$ cat config.mk
export PLATFORM = sky130hd
export DESIGN_NAME = elastic_buffer_fill_monitor
export DESIGN_NICKNAME = d
export VERILOG_FILES = /design/src/rtl/elastic_buffer_fill_monitor.sv
export SDC_FILE = /design/constraint.sdc
export NUM_CORES = 1
export LEC_CHECK = 0
export CORE_UTILIZATION = 35
export DETAILED_ROUTE_END_ITERATION = 8
export DONT_BUFFER_PORTS = 1
export GPL_ROUTABILITY_DRIVEN = 0
export PLACE_DENSITY_LB_ADDON = 0.05
export SLEW_MARGIN = 20
export SYNTH_ARGS = -nofsm -noshare
export SYNTH_HDL_FRONTEND = slang
export SYNTH_SLANG_ARGS = --single-unit
$ cat constraint.sdc
create_clock -name read_clk -period 3.32 [get_ports read_clk]
set_clock_uncertainty 0.1 [all_clocks]
set_input_delay 0.332 -clock read_clk [delete_from_list [all_inputs] [get_ports read_clk]]
set_output_delay 0.332 -clock read_clk [all_outputs]
set_load 0.02 [all_outputs]
$ cat src/rtl/elastic_buffer_fill_monitor.sv
// Purpose: read-domain fill monitor for the PHY rx elastic buffer; requests SKP insertion when it runs low.
// Latency: write pointer -> fill_level 3 edges, read pointer -> fill_level 1 edge, warnings 1 edge after fill_level.
// Backpressure: add_req is held until skp_added (combinational drop), then a cooldown blocks new requests.
module elastic_buffer_fill_monitor #(
  parameter int BUFFER_DEPTH    = 16,
  parameter int LOW_MARK        = 4,
  parameter int HIGH_MARK       = 12,
  parameter int COOLDOWN_CYCLES = 8,
  parameter int CNT_W           = 8,
  parameter int AW              = $clog2(BUFFER_DEPTH)
) (
  input  logic             read_clk,
  input  logic             rst_n,
  input  logic [AW:0]      gray_write_pointer,
  input  logic [AW:0]      gray_read_pointer,
  input  logic             skp_added,
  output logic             add_req,
  output logic [AW:0]      fill_level,
  output logic             low_warn,
  output logic             high_warn,
  output logic [CNT_W-1:0] skp_insert_count
);

  // Cooldown counter only needs to hold COOLDOWN_CYCLES-1.
  localparam int CDW = (COOLDOWN_CYCLES > 1) ? $clog2(COOLDOWN_CYCLES) : 1;
  localparam logic [CDW-1:0]   CD_LOAD = CDW'(COOLDOWN_CYCLES - 1);
  localparam logic [AW:0]      LOW_L   = (AW+1)'(LOW_MARK);
  localparam logic [AW:0]      HIGH_L  = (AW+1)'(HIGH_MARK);
  localparam logic [CNT_W-1:0] CNT_MAX = '1;

  typedef enum logic [1:0] {
    MONITOR  = 2'd0,
    REQUEST  = 2'd1,
    COOLDOWN = 2'd2
  } state_t;

  state_t         state;
  logic [CDW-1:0] cool_cnt;
  logic [AW:0]    wr_sync1;
  logic [AW:0]    wr_sync2;
  logic [AW:0]    wr_bin;
  logic [AW:0]    rd_bin;
  logic           primed;

  function automatic logic [AW:0] gray2bin(input logic [AW:0] g);
    logic [AW:0] b;
    b[AW] = g[AW];
    for (int i = AW - 1; i >= 0; i--) begin
      b[i] = b[i+1] ^ g[i];
    end
    return b;
  endfunction

  assign wr_bin = gray2bin(wr_sync2);
  assign rd_bin = gray2bin(gray_read_pointer);

  // Two-flop synchronizer on the gray write pointer; safe because only one bit moves per write.
  always_ff @(posedge read_clk or negedge rst_n) begin
    if (!rst_n) begin
      wr_sync1 <= '0;
      wr_sync2 <= '0;
    end else begin
      wr_sync1 <= gray_write_pointer;
      wr_sync2 <= wr_sync1;
    end
  end

  // Occupancy register; the extra MSB makes the modulo subtraction handle pointer wrap.
  always_ff @(posedge read_clk or negedge rst_n) begin
    if (!rst_n) begin
      fill_level <= '0;
    end else begin
      fill_level <= wr_bin - rd_bin;
    end
  end

  // Primed latch and level warnings, all derived from the registered occupancy.
  always_ff @(posedge read_clk or negedge rst_n) begin
    if (!rst_n) begin
      primed    <= 1'b0;
      low_warn  <= 1'b0;
      high_warn <= 1'b0;
    end else begin
      primed    <= primed | (fill_level >= LOW_L);
      low_warn  <= primed & (fill_level < LOW_L);
      high_warn <= (fill_level >= HIGH_L);
    end
  end

  // Insertion FSM: one request per low episode, exactly one symbol per handshake, then cooldown.
  always_ff @(posedge read_clk or negedge rst_n) begin
    if (!rst_n) begin
      state            <= MONITOR;
      cool_cnt         <= '0;
      skp_insert_count <= '0;
    end else begin
      case (state)
        MONITOR: begin
          // An empty buffer already stalls the reader, so it never needs an insertion.
          if (primed && (fill_level != '0) && (fill_level < LOW_L)) begin
            state <= REQUEST;
          end
        end
        REQUEST: begin
          // A completed insertion takes priority over a simultaneous drift recovery.
          if (skp_added) begin
            state    <= COOLDOWN;
            cool_cnt <= CD_LOAD;
            if (skp_insert_count != CNT_MAX) begin
              skp_insert_count <= skp_insert_count + CNT_W'(1);
            end
          end else if (fill_level >= LOW_L) begin
            state <= MONITOR;
          end
        end
        COOLDOWN: begin
          // Leaving on the decrement to zero gives COOLDOWN_CYCLES+1 cycles between insertions.
          if (cool_cnt <= CDW'(1)) begin
            state    <= MONITOR;
            cool_cnt <= '0;
          end else begin
            cool_cnt <= cool_cnt - CDW'(1);
          end
        end
        default: begin
          state    <= MONITOR;
          cool_cnt <= '0;
        end
      endcase
    end
  end

  // Request drops in the very cycle the reader stalls on the SKP so only one symbol is inserted.
  assign add_req = (state == REQUEST) && !skp_added;

endmodule

==> results of run 1 <==
==> layout make-up <==
type,count,area [um^2]
inverters,10,37.5
fillers,388,2320
flip-flops and latches,31,776
clock inverters,3,20.0
repair buffers,7,80.1
multi-input cells,79,638
clock buffers,5,68.8
well taps,50,62.6
==> routing by layer <==
| metal | share of wire, % | wire length [um] | vias up |
|---|---|---|---|
| li1 | - | - | 441 |
| met1 | 46 | 1110 | 439 |
| met2 | 46 | 1120 | 27 |
| met3 | 7.0 | 170 | 5 |
| met4 | 1.3 | 31 | 0 |
| met5 | 0 | 0 | - |
==> state kept, by name, summed over array words and instances (netlist names) <==
name              count
cool_cnt              3
low_warn              1
high_warn             1
wr_sync1              5
fill_level            5
primed                1
wr_sync2              5
state                 2
skp_insert_count      8
==> where the power goes <==
part / total, W / switching, W / internal [W]
sequential: 0.000647 / 0.000175 / 0.000472
clock: 0.000289 / 0.000143 / 0.000145
combinational: 0.000322 / 0.000168 / 0.000153
total: 0.00126 / 0.000486 / 0.000771
==> worst paths after layout <==
path	from	to	slack (ps)	cells past startpoint
worst min register to register	wr_sync1[3]$_DFF_PN0_	wr_sync2[3]$_DFF_PN0_	250	0
max in group asynchronous	rst_n	cool_cnt[1]$_DFFE_PN0P_	2560	2
worst max register to register	wr_sync2[4]$_DFF_PN0_	fill_level[4]$_DFF_PN0_	820	10
worst min-delay path	gray_read_pointer[4]	fill_level[4]$_DFF_PN0_	170	2
worst max-delay path	wr_sync2[4]$_DFF_PN0_	fill_level[4]$_DFF_PN0_	820	10
min in group asynchronous	rst_n	fill_level[3]$_DFF_PN0_	400	2
==> layout by cell type (no fill, tap or decap), drive strengths merged, types with 2 or more instances in the layout <==
cell	netlist	final
clkbuf	0	5
nand3	4	4
mux2	2	2
dlygate4sd3	0	6
xnor2	9	9
nor2	3	3
o21ai	2	2
nand2b	3	3
nand4	2	2
and3	3	3
and2	2	2
clkinvlp	0	2
a21o	3	3
a21oi	4	4
dfrtp	31	31
o21a	2	2
o22ai	3	3
ha	10	10
xor2	6	6
inv	10	10
nand2	7	7
==> through the flow <==
stage | util [%] | setup slack (ps)
4_1_cts | 42.1 | 793
5_1_grt | 42.1 | 662
3_3_place_gp | 37.8 | 770
6_report | 42.1 | 825
3_5_place_dp | 37.8 | 731
2_1_floorplan | - | 903
==> what timing repair did <==
item / in CTS / in global routing
resized for setup: 0 / 0
hold buffers: 7 / 0
buffers inserted: 0 / 0
hold endpoints to repair: 36 / 0
==> critical path, cell delays in order, from the launching register on <==
cell and delay (ps):
dfrtp_1 410, xor2_2 230, xor2_2 220, xor2_2 250, xnor2_1 150, ha_1 160, inv_1 50, fa_1 390
a21o_1 170, a21oi_1 170, xnor2_1 130
==> cell families (layout without fill, tap and decap cells) <==
logic type | Yosys count | after routing | share of synthesized area [%]
fa+ha+maj | 11 | 11 | 10.0
buf+inv | 10 | 25 | 2.59
xor+xnor | 15 | 15 | 11.1
compound gates | 21 | 21 | 10.1
simple gates | 29 | 29 | 10.5
mux | 3 | 3 | 2.24
flops | 31 | 31 | 53.4
==> flow_summary_export.csv, run 1 <==
group,metric,value,unit
clocking,clkTransAtPathRegs,70,ps
detailed_routing,drc,0,
setup_path,critPathKind,"reg -> reg",
layout,area_growth,15.9,%
synth,synthCells,120,
layout,stdcell_area,1680,um^2
synth,syn_area,1450,um^2
clocking,numClockSinks,31,
grt,gr-usage-met3,7.41,%
synth,synth_cell_types,34,
synth,ys_ff_latch,31,
detailed_routing,vias,912,
pwr,p_leak,0.737,nW
layout,drive_above_1_share,11.1,%
detailed_routing,wire_per_inst,13.1,um
sta,fin_tns_setup,0,ps
placement,io_buffers,0,
detailed_routing,vias_per_cell,4.93,
clocking,cts_root_buffer,"clkbuf_8",
grt,use_met1,16.0,%
sta,period_needed,2500,ps
grt,grt_most_used_layer,"met2",
synth,yosysTopAreaCell,"dfrtp_1",
sta,tightestPinTransition,831,ps
setup_path,end_kind,"flop",
sta,slew_viol_final,0,
sta,max-slew-margin-rel,43.9,%
synth,synth_nets,144,
clocking,cts_buffer_depth,2,
detailed_routing,wirelength,2.42,mm
detailed_routing,first_pass_iters,4,
grt,grt_antenna_before_repair,0,
synth,synth_enable_flop_cells,0,
die,rows,23,
sta,rsz0062_at_grt,"no",
synth,synth_top_area_share,53.4,%
clocking,cts_made_buffers,5,
placement,hpwl,1.77,mm
layout,nNetsFinal,158,
synth,synth_area_leaders,"dfrtp_1 53%, ha_1 8.6%, xnor2_1 4.8%, xor2_2 3.4%, inv_1 2.6%",
synth,ys_seq_area_share,53.4,%
pwr,power,0.00126,W
clocking,clk_latency,280,ps
placement,dp.cells,170,
die,start_util,36.3,%
setup_path,crit_required,3420,ps
synth,yosys_warnings,0,
synth,synthArstFlopShare,100,%
detailed_routing,initialDrtViolationCount,52,
setup_path,startpoint_type,"flop",
clocking,cts_tree,"yes",
die,ioPinCount,29,
grt,met2_usage,22.4,%
job,cap_viol_max_count,0,
die,core,4000,um^2
grt,grt.total_usage,14.0,%
sta,timing.fmax,401,MHz
setup_path,worstPathMaxFanout,3,
grt,grt_pass1_vias,996,
die,chipWidth,66.4,um
placement,place_area,1510,um^2
grt,grt_pass1_wl,4.42,mm
pwr,ir_worst_vdd,299,uV
setup_path,arrival,2600,ps
layout,diodes,0,
die,dieArea,4410,um^2
detailed_routing,antenna_left,0,
sta,report.final.setup_viol,0,
synth,synth_common_cells,"31 x dfrtp_1, 10 x ha_1, 10 x inv_1",
synth,ys.flop_type,"dfrtp_1",
sta,finalHoldViolCount,0,
die,die_h,66.4,um
grt,grt_max_degree,32,
min_path,hold_path_class,"in -> reg",
synth,synth.most_common_cell,"dfrtp_1",
sta,whs,168,ps
synth,syn_avg_cell_area,12.1,um^2
run_status,status,"finished, final reports clean",
pwr,p_per_area,747,nW/um^2
clocking,htreeDepth,2,
grt,grt.overflow.total,0,
sta,finalCritPeriodShare,75.2,%
layout,layoutNonFillerInstCount,185,
No activity file was read; power rests on OpenSTA's default activity.
==> run 2, diff against run 1 <==
==> constraint.sdc (replaced) <==
create_clock -name read_clk -period 2.2 [get_ports read_clk]
set_clock_uncertainty 0.1 [all_clocks]
set_input_delay 0.22 -clock read_clk [delete_from_list [all_inputs] [get_ports read_clk]]
set_output_delay 0.22 -clock read_clk [all_outputs]
set_load 0.02 [all_outputs]
==> run 2 against run 1 <==
The run now ends with negative setup slack left. Final area is 7.9% higher. Sequential share of layout area is 3.4 points lower. Final cell count is 7.6% higher. Count of clock-buffer cells in the layout is 3 higher. Combinational power is 88% higher. Fmax is 7.0% higher. First-iteration DRC count is 12% lower. Die area stayed put. Sequential power is 47% higher. Critical path type unchanged. Critical endpoint unchanged. Highest routed layer unchanged.
==> flow_summary_export.csv, run 2 (synthesis gave the netlist of run 1 again) <==
group,metric,value,unit
detailed_routing,vias_per_cell,4.67,
layout,area_growth,25.1,%
clocking,clkTransAtPathRegs,60,ps
placement,hpwl,1.84,mm
pwr,ir_worst_vdd,472,uV
grt,grt_pass1_wl,4.26,mm
sta,finalCritPeriodShare,106,%
min_path,holdPathStages,2,
setup_path,end_kind,"flop",
clocking,numClockSinks,31,
setup_path,rrSetupSlack,-130,ps
clocking,cts_buffer_depth,2,
layout,nNetsFinal,172,
die,start_util,36.3,%
die,core,4000,um^2
layout,diodes,0,
placement,io_buffers,0,
setup_path,critPathKind,"reg -> reg",
grt,grt_antenna_before_repair,0,
detailed_routing,vias,929,
setup_path,critPathBufInv,1,
setup_path,startpoint_type,"flop",
layout,nFillCells,397,
clocking,htreeDepth,2,
detailed_routing,first_pass_iters,4,
clocking,clk_latency,280,ps
setup_path,slowest_delay,400,ps
sta,finalWorstSetupSlack,-133,ps
sta,rsz0062_at_grt,"yes",
run_status,status,"finished with violations",
die,dieArea,4410,um^2
sta,tightestPinTransition,406,ps
layout,seq_area,776,um^2
sta,timing.fmax,429,MHz
grt,grt_max_degree,32,
sta,fin_tns_setup,-265,ps
detailed_routing,initialDrtViolationCount,46,
pwr,p_leak,0.815,nW
layout,final_cell_mix,"31 x dfrtp_1, 13 x buf_4, 9 x inv_1, 9 x ha_1, 8 x xnor2_1",
grt,grt_pass1_vias,977,
sta,finalHoldViolCount,0,
sta,slew_viol_final,0,
detailed_routing,antenna_left,0,
detailed_routing,wire_per_inst,12.7,um
pwr,p_per_area,1120,nW/um^2
layout,regMostFlops,"skp_insert_count",
setup_path,path_cells,"xor2_2 > xor2_2 > xor2_2 > xnor2_1 > ha_2 > inv_2 > fa_2 > a21o_1 > a21oi_2 > xnor2_1",
run_status,violations,"negative setup slack",
grt,grt.overflow.total,0,
clocking,cts_made_buffers,5,
sta,period_needed,2330,ps
clocking,cts_tree,"yes",
setup_path,worstPathMaxFanout,2,
layout,drive_above_1_share,22.1,%
job,cap_viol_max_count,0,
setup_path,cp_slowest_cell,"dfrtp_1",
setup_path,crit_required,2300,ps
setup_path,critPathTopFamily,"XOR/XNOR gates",
die,rows,23,
sta,max-slew-margin-rel,72.7,%
setup_path,arrival,2430,ps
die,ioPinCount,29,
layout,layout_commonest_cell,"dfrtp_1",
layout,multiInputGateArea,651,um^2
clocking,cts_root_buffer,"clkbuf_8",
detailed_routing,wirelength,2.52,mm
grt,grt.total_usage,13.7,%
placement,pre_cts_ws,-135,ps
setup_path,critPathMostFrequentCell,"xor2_2",
detailed_routing,drc,0,
sta,report.final.setup_viol,2,
die,die_h,66.4,um
sta,whs,57.0,ps
setup_path,crit_cells,10,
setup_path,worst_r2r_path_depth,10,
die,chipWidth,66.4,um
min_path,hold_path_class,"in -> reg",
layout,largest_register_ff_count,8,
-- run 2: cell types whose count changed in the layout (fill, tap and decap cells not counted), sizes merged --
| cell | delta |
|---|---|
| clkbuf | +3 |
| buf | +14 |
| clkinv | -1 |
| clkinvlp | -2 |
-- run 2: cell type report --
type                       instances  share of cell area (%)
clock buffer                       8                    5.51
inverter                          10                    2.07
multi-input combinational         79                    35.8
sequential                        31                    42.7
tap                               50                    3.45
timing repair buffer              21                    10.4
-- run 2: report_power, final --
part | switching, W | total [W] | internal, W
Clock | 0.000196 | 0.000481 | 0.000285
Sequential | 0.000236 | 0.000949 | 0.000713
Combinational | 0.000302 | 0.000606 | 0.000304
Total | 0.000734 | 0.00204 | 0.00130
-- run 2: worst reg2reg max path, cell delays in order (launching register included) --
cell and delay [ps]:
dfrtp_1 400, xor2_2 220, xor2_2 210, xor2_2 180
xnor2_1 150, ha_2 200, inv_2 40, fa_2 330
a21o_1 170, a21oi_2 140, xnor2_1 120
-- run 2: repair_timing --
action                     4_1_cts  5_1_grt
buffers inserted                 2        1
hold buffers                     7        0
pin swaps                        3        1
resized for setup                0        4
setup endpoints to repair        2        3
cloned                           0        0
hold endpoints to repair        36        0
-- run 2: per-layer routing --
metal	wire [um]	track usage (%)	share of wire [%]
met3	166	5.86	6.6
met1	1100	16.0	44
met5	0	0	0
met2	1210	21.3	48
met4	36	7.18	1.4
-- run 2: per-stage QoR --
stage / util (%) / cell area [um^2] / std cells / total power [W]
2_1_floorplan: - / 1460 / 120 / 0.00134
3_3_place_gp: 40.1 / 1600 / 181 / 0.00149
3_5_place_dp: 40.1 / 1600 / 181 / 0.00151
4_1_cts: 44.9 / 1800 / 198 / 0.00204
5_1_grt: 45.4 / 1820 / 199 / 0.00220
6_report: 45.4 / 1820 / 199 / 0.00204
-- run 2: path summary, 6_finish.rpt --
| kind | endpoint | start |
|---|---|---|
| setup / recovery | fill_level[4]$_DFF_PN0_ | wr_sync2[3]$_DFF_PN0_ |
| hold / removal | fill_level[4]$_DFF_PN0_ | gray_read_pointer[4] |
| setup reg to reg | fill_level[4]$_DFF_PN0_ | wr_sync2[3]$_DFF_PN0_ |
| hold reg to reg | wr_sync2[2]$_DFF_PN0_ | wr_sync1[2]$_DFF_PN0_ |
| max in group asynchronous | wr_sync2[0]$_DFF_PN0_ | rst_n |
| min in group asynchronous | state[0]$_DFFE_PN0P_ | rst_n |
